File: config.mk
export PLATFORM = sky130hd
export DESIGN_NAME = usbf_ssram_arb
export DESIGN_NICKNAME = d
export VERILOG_FILES = /design/src/rtl/usbf_ssram_arb.sv
export SDC_FILE = /design/constraint.sdc
export NUM_CORES = 1
export LEC_CHECK = 0
export BUFFER_PORTS_ARGS = -buffer_cell sky130_fd_sc_hd__buf_2
export CAP_MARGIN = 20
export CORE_AREA = 2 2 95 97
export DETAILED_ROUTE_END_ITERATION = 8
export DIE_AREA = 0 0 97 99
export MAX_ROUTING_LAYER = met4
export PLACE_DENSITY = 0.74
export SLEW_MARGIN = 20
export SYNTH_ARGS = -nofsm -noshare
export SYNTH_HDL_FRONTEND = slang
export SYNTH_SLANG_ARGS = --single-unit
File: constraint.sdc
create_clock -name clk -period 1.73 [get_ports clk]
set_input_delay 0.173 -clock clk [delete_from_list [all_inputs] [get_ports clk]]
set_output_delay 0.173 -clock clk [all_outputs]
set_load 0.02 [all_outputs]
File: src/rtl/usbf_ssram_arb.sv
// Single-port SSRAM arbiter: the internal DMA engine normally wins, and a starvation
// counter forces a pending host (WISHBONE) access through after MAX_WAIT lost cycles.
module usbf_ssram_arb #(
  parameter int SSRAM_HADR = 14,
  parameter int MAX_WAIT   = 4
) (
  input  logic                  clk,
  input  logic                  rst,
  input  logic [SSRAM_HADR:0]   madr,
  input  logic [31:0]           mdout,
  input  logic                  mwe,
  input  logic                  mreq,
  output logic                  mack,
  output logic [31:0]           mdin,
  input  logic [SSRAM_HADR:0]   wadr,
  input  logic [31:0]           wdin,
  input  logic                  wwe,
  input  logic                  wreq,
  output logic                  wack,
  output logic [31:0]           wdout,
  output logic [SSRAM_HADR:0]   sram_adr,
  output logic [31:0]           sram_dout,
  output logic                  sram_we,
  output logic                  sram_re,
  input  logic [31:0]           sram_din,
  output logic                  host_starved
);

  localparam logic [3:0] MAX_WAIT_C = 4'(MAX_WAIT);

  typedef enum logic {ARB = 1'b0, HACK = 1'b1} state_t;

  state_t              state_q, state_d;
  logic [3:0]          wait_cnt_q, wait_cnt_d;
  logic                host_starved_q, host_starved_d;
  logic [SSRAM_HADR:0] adr_q, adr_d;

  logic                host_elig, force_grant, g_host, g_dma, granted;
  logic [SSRAM_HADR:0] win_adr;
  logic [31:0]         win_dout;
  logic                win_we;

  always_ff @(posedge clk or negedge rst) begin
    if (!rst) begin
      state_q        <= ARB;
      wait_cnt_q     <= 4'd0;
      host_starved_q <= 1'b0;
      adr_q          <= '0;
    end else begin
      state_q        <= state_d;
      wait_cnt_q     <= wait_cnt_d;
      host_starved_q <= host_starved_d;
      adr_q          <= adr_d;
    end
  end

  always_comb begin
    host_elig      = wreq & (state_q == ARB);
    force_grant    = host_elig & (wait_cnt_q == MAX_WAIT_C);
    g_host         = host_elig & (force_grant | ~mreq);
    g_dma          = mreq & ~g_host;
    granted        = g_host | g_dma;

    win_adr        = g_host ? wadr : madr;
    win_dout       = g_host ? wdin : mdout;
    win_we         = g_host ? wwe  : mwe;

    state_d        = g_host ? HACK : ARB;
    host_starved_d = host_starved_q | force_grant;
    adr_d          = granted ? win_adr : adr_q;

    wait_cnt_d = wait_cnt_q;
    if (g_host || !wreq) begin
      wait_cnt_d = 4'd0;
    end else if (host_elig && wait_cnt_q != MAX_WAIT_C) begin
      wait_cnt_d = wait_cnt_q + 4'd1;
    end
  end

  // Strobes and the DMA grant are gated by rst so nothing reaches the macro during reset.
  always_comb begin
    sram_adr     = granted ? win_adr : adr_q;
    sram_dout    = win_dout;
    sram_we      = granted & win_we & rst;
    sram_re      = granted & ~win_we & rst;
    mack         = g_dma & rst;
    wack         = (state_q == HACK);
    mdin         = sram_din;
    wdout        = sram_din;
    host_starved = host_starved_q;
  end

endmodule

# After elaboration in Yosys (flattened, before gate mapping)
# Index checks and enable logic that the tools add are counted.
dict set report op_classes {
  addsub 1
  eq_ne 2
  mux 7
  bitwise 16
  reduce_logical 4
}
# cell n
set op_table {}
lappend op_table {{$mux 32} 1}
lappend op_table {{$mux 15} 2}
lappend op_table {{$and 1x1->1} 9}
lappend op_table {{$mux 4} 2}
lappend op_table {{$add 4x1->4 const B} 1}
lappend op_table {{$eq 4x3->1 const B} 1}
lappend op_table {{$ne 4x3->1 const B} 1}
lappend op_table {{$not 1->1} 4}
lappend op_table {{$or 1x1->1} 3}
lappend op_table {{$mux 1} 2}
lappend op_table {{$reduce_bool 2->1} 1}
lappend op_table {{$logic_and 1x1->1} 1}
lappend op_table {{$logic_not 1->1} 1}
lappend op_table {{$logic_or 1x1->1} 1}
dict set report word_totals {
  ff_bits 21
  inputBits 132
  output_inout_bits 116
  word_cells 34
}

# Depth between registers and ports, before layout
# Gate-level depths: netlist (run 1).
dict set report logic_depth {
  ltp_word 10
  mapped_depth 6
  mapped_depth_nobuf 5
}

# Worst setup path before layout (run 1)
# OpenSTA, ideal clock, no wires.
dict set report synth_timing {
  kind {register to output}
  startpoint {register wait_cnt_q[0]}
  endpoint {output port sram_dout[15]}
  t_arrival_ps 1600
  t_required_ps 1557
  path_slack_ps -43
  stages_incl_launch_ff 7
  n_path_buf 1
  cell_sequence {dfrtp_1 -> inv_1 -> ha_1 -> nand3b_4 -> a21oi_4 -> buf_6 -> mux2_1}
}
dict set report synth_between {
  elab_chain_len 5
}
# element line_no
set synth_lines {}
lappend synth_lines {{from (decl)} 34} ;# logic [3:0] wait_cnt_q, wait_cnt_d;
lappend synth_lines {{from (signal assigned)} 51} ;# wait_cnt_q <= wait_cnt_d;
lappend synth_lines {{$eq 4x3->1} 59} ;# force_grant = host_elig & (wait_cnt_q == MAX_WAIT_C);
lappend synth_lines {{$and 1x1->1} 59}
lappend synth_lines {{$or 1x1->1} 60} ;# g_host = host_elig & (force_grant | ~mreq);
lappend synth_lines {{$and 1x1->1} 60}
lappend synth_lines {{$mux 32} 65} ;# win_dout = g_host ? wdin : mdout;
lappend synth_lines {{to (decl)} 22} ;# output logic [31:0] sram_dout,
# No other way between the ends.

# Worst setup path after layout (run 1)
dict set report layout_timing {
  startpoint {register wait_cnt_q[0]}
  endpoint {output port sram_dout[29]}
}
# Same word-level chain as after synthesis.

==> results of run 1 <==
==> power by group through the flow <==
stage	sequential (W)	combinational (W)	clock, W
finish	0.000549	0.000796	0.000327
global route	0.000554	0.000853	0.000368
CTS	0.000550	0.000763	0.000347
detailed placement	0.000559	0.000680	0
global placement	0.000557	0.000666	0
floorplan	0.000563	0.000611	0
==> sequential cells by signal, indices dropped and copies added (netlist names) <==
name / flops
wack: 1
host_starved: 1
wait_cnt_q: 4
adr_q: 15
==> per-layer routing <==
layer | track usage (%) | vias up
li1 | - | 927
met1 | 16.61 | 915
met2 | 26.98 | 114
met3 | 3.262 | 8
met4 | 2.709 | 0
met5 | - | -
==> synth_stat cells (2+ instances only) <==
library cell,count
buf_4,66
mux2_2,31
nor2_1,30
dfrtp_1,21
mux2i_1,15
o221a_2,15
buf_6,5
nand2_1,4
inv_1,3
nand3_1,3
a211oi_1,2
a21oi_1,2
and3_2,2
buf_2,2
ha_1,2
o21a_1,2
==> layout make-up <==
class / instances / area share, %
clock inverters: 1 / 0.1667
diodes: 1 / 0.08333
repair buffers: 168 / 35.25
well taps: 108 / 4.500
flip-flops and latches: 21 / 17.50
multi-input cells: 127 / 40.75
clock buffers: 3 / 1.375
inverters: 3 / 0.3750
==> stage by stage <==
stage / TNS, ns / instances / utilization [%]
2_1_floorplan: 0 / 225 / -
3_3_place_gp: -1.049 / 419 / 30.61
3_5_place_dp: -3.316 / 419 / 30.61
4_1_cts: -16.58 / 433 / 34.05
5_1_grt: -19.66 / 432 / 35.12
6_report: -15.11 / 432 / 35.12
==> cells by family (layout without fill, tap and decap cells) <==
logic type | after synthesis | in the layout | synth area share [%]
fa+ha+maj | 2 | 2 | 1.140
compound gates | 29 | 29 | 12.71
flops | 21 | 21 | 23.95
mux | 47 | 47 | 23.26
buf+inv | 78 | 175 | 26.97
simple gates | 48 | 49 | 11.97
other cells | 0 | 1 | 0
==> critical path, cell delays in order (launching register included) <==
cell	delay (ns)
dfrtp_1	0.39
inv_2	0.08
ha_4	0.15
nand3b_4	0.09
a21oi_4	0.23
buf_6	0.19
mux2_2	0.35
buf_4	0.16
==> worst max-delay path by stage <==
| stage | startpoint | end | cells after the start |
|---|---|---|---|
| 2_1_floorplan | wait_cnt_q[0]$_DFFE_PN0P_ | sram_dout[10] | 6 |
| 3_3_place_gp | wait_cnt_q[0]$_DFFE_PN0P_ | sram_dout[29] | 7 |
| 3_5_place_dp | wait_cnt_q[1]$_DFFE_PN0P_ | sram_dout[30] | 7 |
| 4_1_cts | wait_cnt_q[1]$_DFFE_PN0P_ | sram_dout[19] | 8 |
| 5_1_grt | wait_cnt_q[1]$_DFFE_PN0P_ | sram_dout[24] | 7 |
| 6_report | wait_cnt_q[0]$_DFFE_PN0P_ | sram_dout[29] | 7 |
==> what timing repair did <==
item,in CTS,in global routing
hold buffers,1,0
setup endpoints to repair,50,50
hold endpoints to repair,8,0
gates resized for setup,40,38
buffers inserted,7,0
pin swaps,5,5
gates cloned,2,1
==> flow_summary.json, run 1 <==
{
  "grt_max_degree": 28,
  "coreArea_um2": 8551,
  "holdWs_ns": 0.2012,
  "synth_area_per_cell_um2": 9.754,
  "yosys_warnings": 0,
  "postPlaceCellArea_um2": 2618,
  "maxSlewHeadroom_pct": 78.50,
  "combPwrFrac_pct": 47.6,
  "hpwl_mm": 5.791,
  "p_per_area_nw_per_um2": 556.8,
  "r2r_cells": 6,
  "hold_violations": 0,
  "worstReg2RegEnd": "adr_q[3]$_DFF_PN0_",
  "max_freq_ghz": 0.4806,
  "rrSetupSlack_ns": 0.17,
  "grt_pass1_wl_mm": 10.91,
  "async_flop_share_pct": 100.0,
  "htreeDepth": 1,
  "holdPathEnd": "adr_q[9]$_DFF_PN0_",
  "swShare_pct": 34.33,
  "max_cap_violations": 0,
  "cts.sinks": 21,
  "fin_crit_sh_pct": 120.3,
  "drt-total-wl_mm": 7.488,
  "route.vias.total": 1964,
  "m1WireLength_mm": 2.875,
  "start_util_pct": 25.67,
  "synth_cells": 225,
  "worstSetupPathType": "register to output pin",
  "synth_fp_nets": 359,
  "seq_power_share_pct": 32.8,
  "syn2layout_area_growth_pct": 36.83,
  "crit_path_start_kind": "register",
  "die_w_um": 97,
  "detail_route.wl_per_cell_um": 17.33,
  "grt_pass1_vias": 2028,
  "layout.nets": 458,
  "pwr-share-clk_pct": 19.5,
  "slew_violations": 0,
  "synth_edf_count": 0,
  "synthFlopType": "dfrtp_1",
  "die-area_um2": 9603,
  "r2r-start": "wait_cnt_q[0]$_DFFE_PN0P_",
  "grt_usage_pct": 14.73,
  "place_ws_ns": -0.1266,
  "failed_checks": "negative setup slack",
  "routed.top_layer": "met4",
  "register_area_um2": 525.5,
  "drc": 0,
  "cts_tree": "yes",
  "hold_path_depth": 2,
  "dr.first_iter.drc_count": 37,
  "end_kind": "output pin",
  "insertion_delay_ns": 0.26,
  "drive_above_1_share_pct": 72.76,
  "cts-root-buf": "clkbuf_8",
  "grt_overflow": 0,
  "mostFrequentLayoutCell": "buf_2",
  "multiInputGateArea_um2": 1224,
  "fin_crit_ns": 2.081,
  "synth_area_leaders": "dfrtp_1, buf_4, mux2_2, o221a_2, mux2i_1",
  "cp_max_fo": 9,
  "syn_area_um2": 2195,
  "stdcell_area_um2": 3003,
  "drtAntennaViolNets": 0,
  "yosysTopAreaCell": "dfrtp_1",
  "synth-seq-cells": 21,
  "top_level_ports": 248,
  "clk_pin_slew_ns": 0.08,
  "fin_worst_skew_ns": 0.006131,
  "fp.dieH_um": 99,
  "worst_pin_slew_ns": 0.3183,
  "p_int_w": 0.001098,
  "worstPathRequired_ns": 1.56,
  "synth_top_area_share_pct": 23.95,
  "cts_max_path_buffers": 2,
  "final_cell_mix": "buf_2, nor2_1, mux2_2, dfrtp_1, buf_6",
  "run_status": "complete, but fails checks",
  "worst_slack_ns": -0.3509,
  "critPathArrivalTime_ns": 1.91,
  "finalSetupViolations": 50,
  "met3_length_um": 632,
  "min_from": "madr[9]",
  "numCtsBuffers": 3,
  "route.met2.wl_mm": 3.900,
  "rsz0062_at_grt": "yes",
  "switchingPower_w": 0.0005740,
  "rows": 34,
  "ys_seq_area_share_pct": 23.95,
  "drt_pass1_iterations": 3,
  "fill_cells": 888,
  "routed_via_density": 4.546,
  "min_path_type": "primary input to register",
  "antenna_found_initial": 1,
  "yosysUniqueCellTypes": 36,
  "p_leak_nw": 1.485,
  "io_buffer_count": 151,
  "place_congestion": 0.7995,
  "irDropWorstVdd_v": 0.0002374,
  "finalPower_w": 0.001672
}
Power figures use the tool's default switching activity.
==> run 2, diff against run 1 <==
Settings changed: HOLD_SLACK_MARGIN set to 0.05, PLACE_DENSITY 0.74 to 0.72.
Clock period 1.73 ns to 2.05 ns, I/O delays scaled along.
==> run 2 against run 1 <==
The flow still finishes with violations (negative setup slack). Critical path type unchanged. Critical endpoint is now sram_dout[23]. Largest cell class unchanged. Sequential share of layout area decreased by 0.44 points. Clock-buffer cell count grew 1. Setup slack better by 0.31 ns. Design area is 2.8% higher. Worst hold slack better by 0.040 ns. Final cell count is 0.23% lower. Utilization increased by 0.99 points. Clock power down 20%.
==> flow_summary.json, run 2 (synthesized netlist as in run 1, its figures left out) <==
{
  "run_status": "complete, but fails checks",
  "failed_checks": "negative setup slack",
  "drt_pass1_iterations": 4,
  "fill_cells": 870,
  "insertion_delay_ns": 0.25,
  "fin_crit_ns": 2.088,
  "grt_pass1_wl_mm": 11.41,
  "htreeDepth": 1,
  "antenna_found_initial": 1,
  "rows": 34,
  "mostFrequentLayoutCell": "buf_2",
  "numCtsBuffers": 3,
  "largest_register_ffs": 15,
  "cp_max_fo": 4,
  "io_buffer_count": 151,
  "switchingPower_w": 0.0004725,
  "irDropWorstVdd_v": 0.0001947,
  "route.vias.total": 1970,
  "cts.sinks": 21,
  "coreArea_um2": 8551,
  "p_per_area_nw_per_um2": 466.0,
  "cts_tree": "yes",
  "seq_power_share_pct": 32.3,
  "grt_pass1_vias": 2108,
  "layout.nets": 457,
  "postPlaceCellArea_um2": 2582,
  "multiInputGateArea_um2": 1195,
  "final_util_pct": 36.11,
  "cts-root-buf": "clkbuf_8",
  "detail_route.wl_per_cell_um": 18.00,
  "place_congestion": 0.8477,
  "grt_max_degree": 33,
  "drt-total-wl_mm": 7.760,
  "maxSlewHeadroom_pct": 79.77,
  "drc": 0,
  "grt_busiest_layer": "met2",
  "rsz0062_at_grt": "yes",
  "top_level_ports": 248,
  "worstPathRequired_ns": 1.85,
  "stdcell_area_um2": 3088,
  "critPathBufInv": 4,
  "final_cell_mix": "buf_2, nor2_1, buf_6, mux2_4",
  "syn2layout_area_growth_pct": 40.71,
  "finalSetupViolations": 24,
  "start_util_pct": 25.67,
  "max_freq_ghz": 0.4790,
  "p_leak_nw": 1.553,
  "largest-register": "adr_q",
  "max_stage_delay_ns": 0.40,
  "drtAntennaViolNets": 0,
  "clk_pin_slew_ns": 0.08,
  "hold_violations": 0,
  "grt_use_met3_pct": 3.404,
  "path_cells": "inv_2, ha_4, nand3b_4, a21oi_4, buf_12, clkbuf_16, mux2_4, buf_6",
  "max_cap_violations": 0,
  "end_kind": "output pin",
  "use_met2_pct": 29.27,
  "swShare_pct": 32.83,
  "slew_violations": 0,
  "crit_path_start_kind": "register",
  "cp_top_family": "buffers and inverters",
  "grtUsageMet1_pct": 16.94,
  "worst_pin_slew_ns": 0.3035,
  "fin_worst_skew_ns": 0.005545,
  "grt_usage_pct": 15.60,
  "combPwrFrac_pct": 49.4,
  "min_path_type": "primary input to register",
  "slowest_stage": "dfrtp_1",
  "grt_overflow": 0,
  "worst_slack_ns": -0.03754,
  "die-area_um2": 9603,
  "cts_max_path_buffers": 2,
  "fin_crit_sh_pct": 101.8,
  "routed_via_density": 4.571,
  "drive_above_1_share_pct": 71.43,
  "fp.dieH_um": 99,
  "top_regs": "adr_q x15, wait_cnt_q x4",
  "critPathArrivalTime_ns": 1.88,
  "hpwl_mm": 6.017,
  "worstSetupPathType": "register to output pin",
  "dr.first_iter.drc_count": 48,
  "register_area_um2": 526.8,
  "p_int_w": 0.0009666,
  "die_w_um": 97,
  "pwr-share-clk_pct": 18.3
}
==> run 2: cell types whose count changed in the layout (fill, tap and decap cells not counted), sizes merged <==
cell,change
nand2,-1
clkinv,-1
buf,-1
clkbuf,+2
==> run 2: layer usage <==
layer | up-vias | share of wire (%)
met3 | 9 | 7.4
met4 | 0 | 1.1
met5 | - | 0
met1 | 906 | 38
met2 | 130 | 54
li1 | 925 | -
==> run 2: cell type report <==
class,count,share of cell area (%)
clock buffer,4,1.459
multi-input combinational,126,38.70
sequential,21,17.06
tap,108,4.376
antenna,1,0.08104
timing repair buffer,168,37.97
inverter,3,0.3647
==> run 2: final timing paths <==
check,startpoint,to,slack (ns),cells after the start
worst max register to register,wait_cnt_q[1]$_DFFE_PN0P_,adr_q[1]$_DFF_PN0_,0.60,7
worst max-delay path,wait_cnt_q[1]$_DFFE_PN0P_,sram_dout[23],-0.04,8
max in group asynchronous,rst,adr_q[1]$_DFF_PN0_,1.24,3
min in group asynchronous,rst,host_starved$_DFF_PN0_,0.35,2
worst min-delay path,madr[5],adr_q[5]$_DFF_PN0_,0.24,2
worst min register to register,host_starved$_DFF_PN0_,host_starved$_DFF_PN0_,0.46,1
==> run 2: worst register-to-register path, stage by stage, from the launching register on <==
cell	delay (ns)
dfrtp_1	0.40
inv_2	0.07
ha_4	0.13
nand3b_4	0.09
buf_4	0.17
o21ai_4	0.15
buf_6	0.15
o221a_2	0.22
==> run 2: per-stage QoR <==
step	setup WS (ns)	total power [W]	std cells	hold WS, ns	setup TNS [ns]
CTS	-0.1347	0.001415	431	0.2352	-3.633
global route	-0.1204	0.001526	431	0.2367	-2.976
finish	-0.03754	0.001439	431	0.2415	-0.6670
floorplan	0.2453	0.0009907	225	-0.09059	0
detailed placement	0.1180	0.001036	416	0.1003	0
global placement	0.1413	0.001024	416	0.1009	0
==> run 2: power groups by stage <==
stage | Clock, W | Combinational, W | Sequential, W
floorplan | 0 | 0.000515 | 0.000475
global placement | 0 | 0.000552 | 0.000472
detailed placement | 0 | 0.000563 | 0.000473
CTS | 0.000280 | 0.000670 | 0.000465
global route | 0.000298 | 0.000758 | 0.000470
finish | 0.000263 | 0.000711 | 0.000465
==> run 2: repair_timing <==
| action | in CTS | in global routing |
|---|---|---|
| setup endpoints to repair | 32 | 48 |
| gates resized for setup | 51 | 52 |
| gates cloned | 3 | 1 |
| setup buffers | 7 | 1 |
| hold buffers | 1 | 0 |
| pin swaps | 2 | 2 |
| hold endpoints to repair | 9 | 0 |
